### src/rtl/seven_segment_chain_writer_pkg.sv
// Shared types and constants for the seven-segment chain writer.
// Holds the controller state encoding, the hex-to-segment table and the fixed bus constants.
package seven_segment_pkg;

  typedef enum logic [1:0] {
    ST_IDLE  = 2'd0,
    ST_WRITE = 2'd1,
    ST_GAP   = 2'd2,
    ST_DONE  = 2'd3
  } state_t;

  // Active-high segments {g,f,e,d,c,b,a}; element 15 is listed first.
  localparam logic [15:0][6:0] SEG7_TABLE = {
    7'h71, 7'h79, 7'h5E, 7'h39, 7'h7C, 7'h77, 7'h6F, 7'h7F,
    7'h07, 7'h7D, 7'h6D, 7'h66, 7'h4F, 7'h5B, 7'h06, 7'h3F
  };

  localparam logic [3:0] BYTEENABLE_DIGIT = 4'b0001;
  localparam logic [7:0] ADDR_CHAIN       = 8'd0;

endpackage

### src/rtl/seven_segment_chain_writer_if.sv
// Avalon-MM write-only bus between the chain writer (master) and the display chain (slave).
interface seven_segment_chain_writer_if;

  logic        avm_m0_chipselect;
  logic        avm_m0_write;
  logic [3:0]  avm_m0_byteenable;
  logic [7:0]  avm_m0_address;
  logic [31:0] avm_m0_writedata;
  logic        avm_m0_waitrequest;

  modport master (
    output avm_m0_chipselect, avm_m0_write, avm_m0_byteenable,
           avm_m0_address, avm_m0_writedata,
    input  avm_m0_waitrequest
  );

  modport slave (
    input  avm_m0_chipselect, avm_m0_write, avm_m0_byteenable,
           avm_m0_address, avm_m0_writedata,
    output avm_m0_waitrequest
  );

endinterface

### src/rtl/seven_segment_chain_writer_hex_to_seven_segment.sv
// Combinational encoder: one hex nibble to an 8-bit {dp,g,f,e,d,c,b,a} segment pattern.
module hex_to_seven_segment
  import seven_segment_pkg::*;
(
  input  logic [3:0] nibble_i,
  input  logic       blank_i,
  input  logic       dp_i,
  input  logic       active_low_i,
  output logic [7:0] pattern_o
);

  logic [7:0] raw;

  // Blank only suppresses a..g; the decimal point stays under dp control.
  always_comb begin
    raw       = {dp_i, blank_i ? 7'd0 : SEG7_TABLE[nibble_i]};
    pattern_o = active_low_i ? ~raw : raw;
  end

endmodule

### src/rtl/seven_segment_chain_writer.sv
// Avalon-MM master that pushes one encoded segment pattern per digit down a display chain,
// most-significant digit first, with optional idle gaps between accepted writes.
module seven_segment_chain_writer
  import seven_segment_pkg::*;
#(
  parameter int NUM_DIGITS = 8,
  parameter int GAP_CYCLES = 0,
  parameter int ACTIVE_LOW = 1
) (
  input  logic                    clock,
  input  logic                    reset,
  input  logic                    start,
  input  logic [4*NUM_DIGITS-1:0] value,
  input  logic [NUM_DIGITS-1:0]   dp_mask,
  input  logic [NUM_DIGITS-1:0]   blank_mask,
  output logic                    busy,
  output logic                    done,
  seven_segment_chain_writer_if.master avm
);

  localparam int IDX_W = (NUM_DIGITS > 1) ? $clog2(NUM_DIGITS) : 1;
  localparam logic [IDX_W-1:0] IDX_LAST   = IDX_W'(NUM_DIGITS - 1);
  localparam logic [7:0]       GAP_RELOAD = (GAP_CYCLES > 0) ? 8'(GAP_CYCLES - 1) : 8'd0;

  state_t                  state_q;
  logic [IDX_W-1:0]        idx_q;
  logic [7:0]              gap_q;
  logic                    write_q;
  logic [3:0]              be_q;
  logic [7:0]              wdata_q;
  logic                    busy_q;
  logic                    done_q;

  logic [4*NUM_DIGITS-1:0] value_q;
  logic [NUM_DIGITS-1:0]   dp_q;
  logic [NUM_DIGITS-1:0]   blank_q;

  logic [IDX_W-1:0]        enc_idx;
  logic [4*NUM_DIGITS-1:0] src_value;
  logic [NUM_DIGITS-1:0]   src_dp;
  logic [NUM_DIGITS-1:0]   src_blank;
  logic [7:0]              pattern;
  logic                    accept;

  assign accept = write_q & ~avm.avm_m0_waitrequest;

  // The encoder looks one step ahead so the next pattern can be registered on the same edge
  // that moves the FSM: the raw inputs on start, the next lower digit on a back-to-back accept.
  always_comb begin
    enc_idx   = idx_q;
    src_value = value_q;
    src_dp    = dp_q;
    src_blank = blank_q;
    if (state_q == ST_IDLE) begin
      enc_idx   = IDX_LAST;
      src_value = value;
      src_dp    = dp_mask;
      src_blank = blank_mask;
    end else if (state_q == ST_WRITE && idx_q != '0) begin
      enc_idx = idx_q - 1'b1;
    end
  end

  hex_to_seven_segment u_enc (
    .nibble_i     (src_value[{enc_idx, 2'b00} +: 4]),
    .blank_i      (src_blank[enc_idx]),
    .dp_i         (src_dp[enc_idx]),
    .active_low_i (ACTIVE_LOW != 0),
    .pattern_o    (pattern)
  );

  always_ff @(posedge clock) begin
    if (state_q == ST_IDLE && start) begin
      value_q <= value;
      dp_q    <= dp_mask;
      blank_q <= blank_mask;
    end
  end

  always_ff @(posedge clock) begin
    if (reset) begin
      state_q <= ST_IDLE;
      idx_q   <= '0;
      gap_q   <= '0;
      write_q <= 1'b0;
      be_q    <= '0;
      wdata_q <= '0;
      busy_q  <= 1'b0;
      done_q  <= 1'b0;
    end else begin
      done_q <= 1'b0;
      unique case (state_q)
        ST_IDLE: begin
          if (start) begin
            state_q <= ST_WRITE;
            idx_q   <= IDX_LAST;
            write_q <= 1'b1;
            be_q    <= BYTEENABLE_DIGIT;
            wdata_q <= pattern;
            busy_q  <= 1'b1;
          end
        end
        ST_WRITE: begin
          if (accept) begin
            if (idx_q == '0) begin
              state_q <= ST_DONE;
              write_q <= 1'b0;
              be_q    <= '0;
              wdata_q <= '0;
              busy_q  <= 1'b0;
              done_q  <= 1'b1;
            end else begin
              idx_q <= idx_q - 1'b1;
              if (GAP_CYCLES == 0) begin
                wdata_q <= pattern;
              end else begin
                state_q <= ST_GAP;
                gap_q   <= GAP_RELOAD;
                write_q <= 1'b0;
                be_q    <= '0;
                wdata_q <= '0;
              end
            end
          end
        end
        ST_GAP: begin
          if (gap_q == '0) begin
            state_q <= ST_WRITE;
            write_q <= 1'b1;
            be_q    <= BYTEENABLE_DIGIT;
            wdata_q <= pattern;
          end else begin
            gap_q <= gap_q - 8'd1;
          end
        end
        ST_DONE: begin
          state_q <= ST_IDLE;
        end
        default: begin
          state_q <= ST_IDLE;
        end
      endcase
    end
  end

  assign busy                  = busy_q;
  assign done                  = done_q;
  assign avm.avm_m0_write      = write_q;
  assign avm.avm_m0_chipselect = write_q;
  assign avm.avm_m0_byteenable = be_q;
  assign avm.avm_m0_address    = ADDR_CHAIN;
  assign avm.avm_m0_writedata  = {24'd0, wdata_q};

endmodule

### src/flat_wrapper.sv
// flat-port wrapper written by rule: the top's interface ports become plain ports
module seven_segment_chain_writer_flat import seven_segment_pkg::*;
#(
  parameter int NUM_DIGITS = 8,
  parameter int GAP_CYCLES = 0,
  parameter int ACTIVE_LOW = 1
)
  (clock, reset, start, value, dp_mask, blank_mask, busy, done, avm_avm_m0_chipselect, avm_avm_m0_write, avm_avm_m0_byteenable, avm_avm_m0_address, avm_avm_m0_writedata, avm_avm_m0_waitrequest);
  seven_segment_chain_writer_if avm_i ();
  input  logic clock;
  input  logic reset;
  input  logic start;
  input  logic [4*NUM_DIGITS-1:0] value;
  input  logic [NUM_DIGITS-1:0] dp_mask;
  input  logic [NUM_DIGITS-1:0] blank_mask;
  output logic busy;
  output logic done;
  output wire logic [$bits(avm_i.avm_m0_chipselect)-1:0] avm_avm_m0_chipselect;
  output wire logic [$bits(avm_i.avm_m0_write)-1:0] avm_avm_m0_write;
  output wire logic [$bits(avm_i.avm_m0_byteenable)-1:0] avm_avm_m0_byteenable;
  output wire logic [$bits(avm_i.avm_m0_address)-1:0] avm_avm_m0_address;
  output wire logic [$bits(avm_i.avm_m0_writedata)-1:0] avm_avm_m0_writedata;
  input wire logic [$bits(avm_i.avm_m0_waitrequest)-1:0] avm_avm_m0_waitrequest;
  assign avm_avm_m0_chipselect = avm_i.avm_m0_chipselect;
  assign avm_avm_m0_write = avm_i.avm_m0_write;
  assign avm_avm_m0_byteenable = avm_i.avm_m0_byteenable;
  assign avm_avm_m0_address = avm_i.avm_m0_address;
  assign avm_avm_m0_writedata = avm_i.avm_m0_writedata;
  assign avm_i.avm_m0_waitrequest = avm_avm_m0_waitrequest;
  seven_segment_chain_writer #(.NUM_DIGITS(NUM_DIGITS), .GAP_CYCLES(GAP_CYCLES), .ACTIVE_LOW(ACTIVE_LOW)) u_core (.clock(clock), .reset(reset), .start(start), .value(value), .dp_mask(dp_mask), .blank_mask(blank_mask), .busy(busy), .done(done), .avm(avm_i));
endmodule
### config.mk
export PLATFORM = sky130hd
export DESIGN_NAME = seven_segment_chain_writer_flat
export DESIGN_NICKNAME = d
export VERILOG_FILES = /design/src/rtl/seven_segment_chain_writer_pkg.sv /design/src/rtl/seven_segment_chain_writer_if.sv /design/src/rtl/seven_segment_chain_writer_hex_to_seven_segment.sv /design/src/rtl/seven_segment_chain_writer.sv /design/src/flat_wrapper.sv
export SDC_FILE = /design/constraint.sdc
export NUM_CORES = 1
export LEC_CHECK = 0
export CAP_MARGIN = 10
export CORE_MARGIN = 2
export CORE_UTILIZATION = 49
export CTS_CLUSTER_SIZE = 28
export DETAILED_ROUTE_END_ITERATION = 10
export GPL_ROUTABILITY_DRIVEN = 0
export PLACE_DENSITY_LB_ADDON = 0.15
export REMOVE_ABC_BUFFERS = 1
export SETUP_SLACK_MARGIN = 0.5
export SYNTH_ARGS = -nofsm -noshare
export SYNTH_HDL_FRONTEND = slang
export SYNTH_SLANG_ARGS = --single-unit
### constraint.sdc
create_clock -name clock -period 3.5 [get_ports clock]
set_input_delay 0.7 -clock clock [delete_from_list [all_inputs] [get_ports clock]]
set_output_delay 0.7 -clock clock [all_outputs]
set_load 0.01 [all_outputs]
==> run summary <==
The final count of hold timing violations is 0. Averaged over all synthesized cells, the footprint is 10.94 µm². The total DRC errors in the routed layout is 0. The library cell used most frequently in the layout, excluding fill and tap cells, is clkdlybuf4s50_1. The number of synthesis warnings came out at 0.

For this run, asynchronously set or reset flops after synthesis account for 0. In the layout the commonest cells are clkdlybuf4s50_1 (64), edfxtp_1 (48), conb_1 (35). The startpoint identified for the worst hold timing path is u_core.wdata_q[7].

The die is 93.54 µm tall. Measured along the x axis, the die boundary spans 93.54 µm. The pin count of the biggest net entering global routing came out at 34. The count of distinct cell types in the synthesized netlist is 65. The count of buffers from port buffering came out at 64. The total CTS buffers came out at 9.

STA classifies the critical path startpoint as a flip-flop. The worst IR drop on VDD is 0.2312 mV. At the pin with the least slew margin, the transition time is 659.5 ps. Synthesis produced a netlist whose cell count is 359. The I/O pin count is 100. The area occupied by registers came out at 1933 µm².

The wire length of the first global-routing pass came out at 12,540 µm. In the synthesized netlist the dominant register cell turns out to be edfxtp_1. The final cell count without fillers came out at 543. The via count is 2,819. By startpoint and endpoint, the worst setup path is classified as reg2reg.

In the routed layout, each cell is associated on average with a via count of 5.192. The first detailed-routing pass ran for 4 iterations. The area of all placed cells without fillers is 4938 µm². The flip-flop and latch count after synthesis is 72.

The final-layout setup total negative slack is 0 ps. Counting instances, the worst hold path has a depth of 2. The data arrival at the endpoint of the critical path is 3170 ps. Setup repair after global routing could not meet its margin everywhere. The clock latency reported for the late side of the worst-skew pair came out at 340 ps. In this run the critical register-to-register path is launched from u_core.idx_q[0].

For this configuration, the core starts out at a cell density of 0.5058. On the worst path, the slowest cell contributes a delay of 410 ps. The power density over the cells came out at 455.2 nW/µm². Row generation in the floorplan step produced 32 rows. The largest fanout of any net on the critical path is 8. The floorplan die area is 8750 µm². The number of pins exceeding their max-slew limit in the final report came out at 0. The register area share after synthesis came out at 0.4892.

The cell leakage power is 1.876 nW. The peak clock frequency supported by timing is 339.3 MHz. Once detailed placement completed, the half-perimeter wirelength came to 5799 µm. The total detailed-routing wirelength came out at 7892 µm.

The net count of the finished layout is 499. The total core area is 7767 µm². The final worst clock skew is 10.63 ps. The cell sitting at the root of the clock tree is a clkbuf_8. The maximum root-to-sink buffer count came out at 2. The slowest stage of the critical path is the dfxtp_4 cell. The critical path goes through inv_6 > ha_4 > and3b_1 > o21ai_0 > nand3_1 > a211oi_1 > nor3_4 > buf_4 > ha_1 > or3b_1 > a21oi_2 > a211oi_2.

The classification of the worst-slack hold path is reg2reg. Measured against its own limit, the worst slew margin works out to 0.5569. The number of levels the H-tree was split into is 3. The multi-input combinational cells in the finished layout cover a total of 1838 µm². The total congestion overflow is 0.

The CTS sink count came out at 72. The routed design could run at a clock period as short as 2948 ps. In this run the register-to-register setup slack is 550 ps.

The layout has 629 filler cells. The flow ran to the end, and the final reports show no timing, DRC or antenna violations. Relative to the synthesized area, the layout overhead comes to 25.70%.

Once placement completed, the tool counted placed cells totaling 519. The first routing iteration left 213 violations. The global router's overall resource usage is 0.1842.

The biggest area contributor in the post-synthesis netlist is edfxtp_1. TritonCTS built the clock tree. For the worst flop-to-flop path, the logic depth is 12.

Clock-pin slew was measured on the worst setup and hold paths at 80 ps. The path with the worst hold slack has its endpoint at u_core.wdata_q[7]. The final period utilization is 0.8422. Max-cap violations in this run came to 0. At the worst endpoint, the required time is 3730 ps.

The number of antenna violations at the first check in global routing is 0. After synthesis, the cell types taking the most area are edfxtp_1 (37%), dfxtp_1 (12%), buf_4 (7.5%). Power comes to 0.002248 W. The type of element capturing the critical path is a flip-flop. In this run the remaining antenna-violating nets after routing total 0. The number of failing setup endpoints in the final timing report came out at 0. The ratio of cells with drive above 1 in the final layout is 0.1769. The number of antenna cells inserted is 0. The worst register-to-register path ends at u_core.wdata_q[0]. The number of enable-type register cells in the synthesized netlist is 48. The placement-stage cell area came out at 4551 µm².

The number of global-route vias before repair came out at 2,695. After detailed routing, the average wire length per cell comes to 14.53 µm. The share of synthesized area in the top cell type comes to 0.3669.

The area of the mapped netlist came out at 3929 µm².
-- cells in the mapped netlist (5+ instances only) --
library cell / n
inv_1: 8
nor3_1: 9
nand2_1: 28
ha_1: 11
nor2b_1: 6
mux2i_1: 14
buf_4: 39
o21ai_0: 7
dfxtp_1: 24
nor2_1: 27
buf_2: 5
nand3_1: 12
a211oi_1: 8
nand2b_1: 7
a21oi_1: 16
edfxtp_1: 48
-- how the worst max path moves through the flow --
| stage | from | endpoint | slack, ps | cells after the start |
|---|---|---|---|---|
| 4_1_cts | u_core.idx_q[0] | u_core.wdata_q[0] | 500 | 12 |
| 3_3_place_gp | u_core.idx_q[0] | u_core.wdata_q[0] | 220 | 13 |
| 2_1_floorplan | u_core.idx_q[0] | u_core.wdata_q[0] | 260 | 12 |
| 3_5_place_dp | u_core.idx_q[0] | u_core.wdata_q[0] | 50 | 13 |
| 6_report | u_core.idx_q[0] | u_core.wdata_q[0] | 550 | 12 |
| 5_1_grt | u_core.idx_q[0] | u_core.wdata_q[0] | 500 | 13 |
-- cell type report --
class / instances / area share
Sequential cell: 72 / 0.3914
Multi-Input combinational cell: 260 / 0.3722
Timing Repair Buffer: 84 / 0.1627
Tap cell: 102 / 0.02584
Clock buffer: 9 / 0.02508
Clock inverter: 7 / 0.01444
Inverter: 9 / 0.008361
-- metrics by stage --
stage               utilization  setup WS (ps)  hold slack (ps)
floorplan                     -          255.9            473.0
global placement         0.5859          222.1            444.0
detailed placement       0.5859          48.19            460.8
CTS                      0.6271          502.1            477.8
global route             0.6358          500.8            513.6
finish                   0.6358          552.3            476.9
-- repair_timing --
action | in CTS | in global routing
pin swaps | 3 | 3
resized for setup | 17 | 13
buffers inserted | 6 | 2
endpoints found under the setup margin | 7 | 6
hold buffers | 0 | 0
gates cloned | 0 | 0
-- sequential cells by signal, summed over array words and instances, names as in the netlist --
name and cells:
u_core.value_q 32, u_core.blank_q 8, u_core.dp_q 8, u_core.gap_q 8, u_core.wdata_q 8, u_core.idx_q 3, u_core.state_q 2, u_core.avm.avm_m0_byteenable 1
u_core.busy 1, u_core.done 1
-- kinds of logic (layout without fill, tap and decap cells) --
group / after synthesis / in the layout / synth area share
buffers and inverters: 61 / 109 / 0.1048
DFF: 72 / 72 / 0.4892
and+or+nand+nor: 121 / 121 / 0.1691
adders and majority gates: 11 / 11 / 0.03503
other: 1 / 35 / 0.0009545
muxes: 17 / 17 / 0.04522
AOI/OAI and AO/OA: 70 / 70 / 0.1424
xor gates and xnor gates: 6 / 6 / 0.01338
-- layer usage --
layer	routed length (µm)	up-vias	track usage	share of wire
met1	3401	1321	0.2367	0.43
met2	3932	105	0.3058	0.50
met5	0	-	0	0
li1	-	1387	-	-
met4	78	0	0.07005	0.0099
met3	479	6	0.03868	0.061
-- worst max-delay path: cells and delay by family (launching register included) --
kind,cells,cell delay (ps)
fa+ha+maj,2,380
buf+inv,2,220
flops,1,410
compound gates,4,940
simple gates,4,910
-- power breakdown --
part	total (W)	internal, W	switching, W	leakage [nW]
Combinational	0.000604	0.000297	0.000307	1.13
Clock	0.000644	0.000329	0.000316	0.0916
Sequential	0.00100	0.000967	0.0000322	0.655
Note: power is estimated with default switching activity, not from simulation.
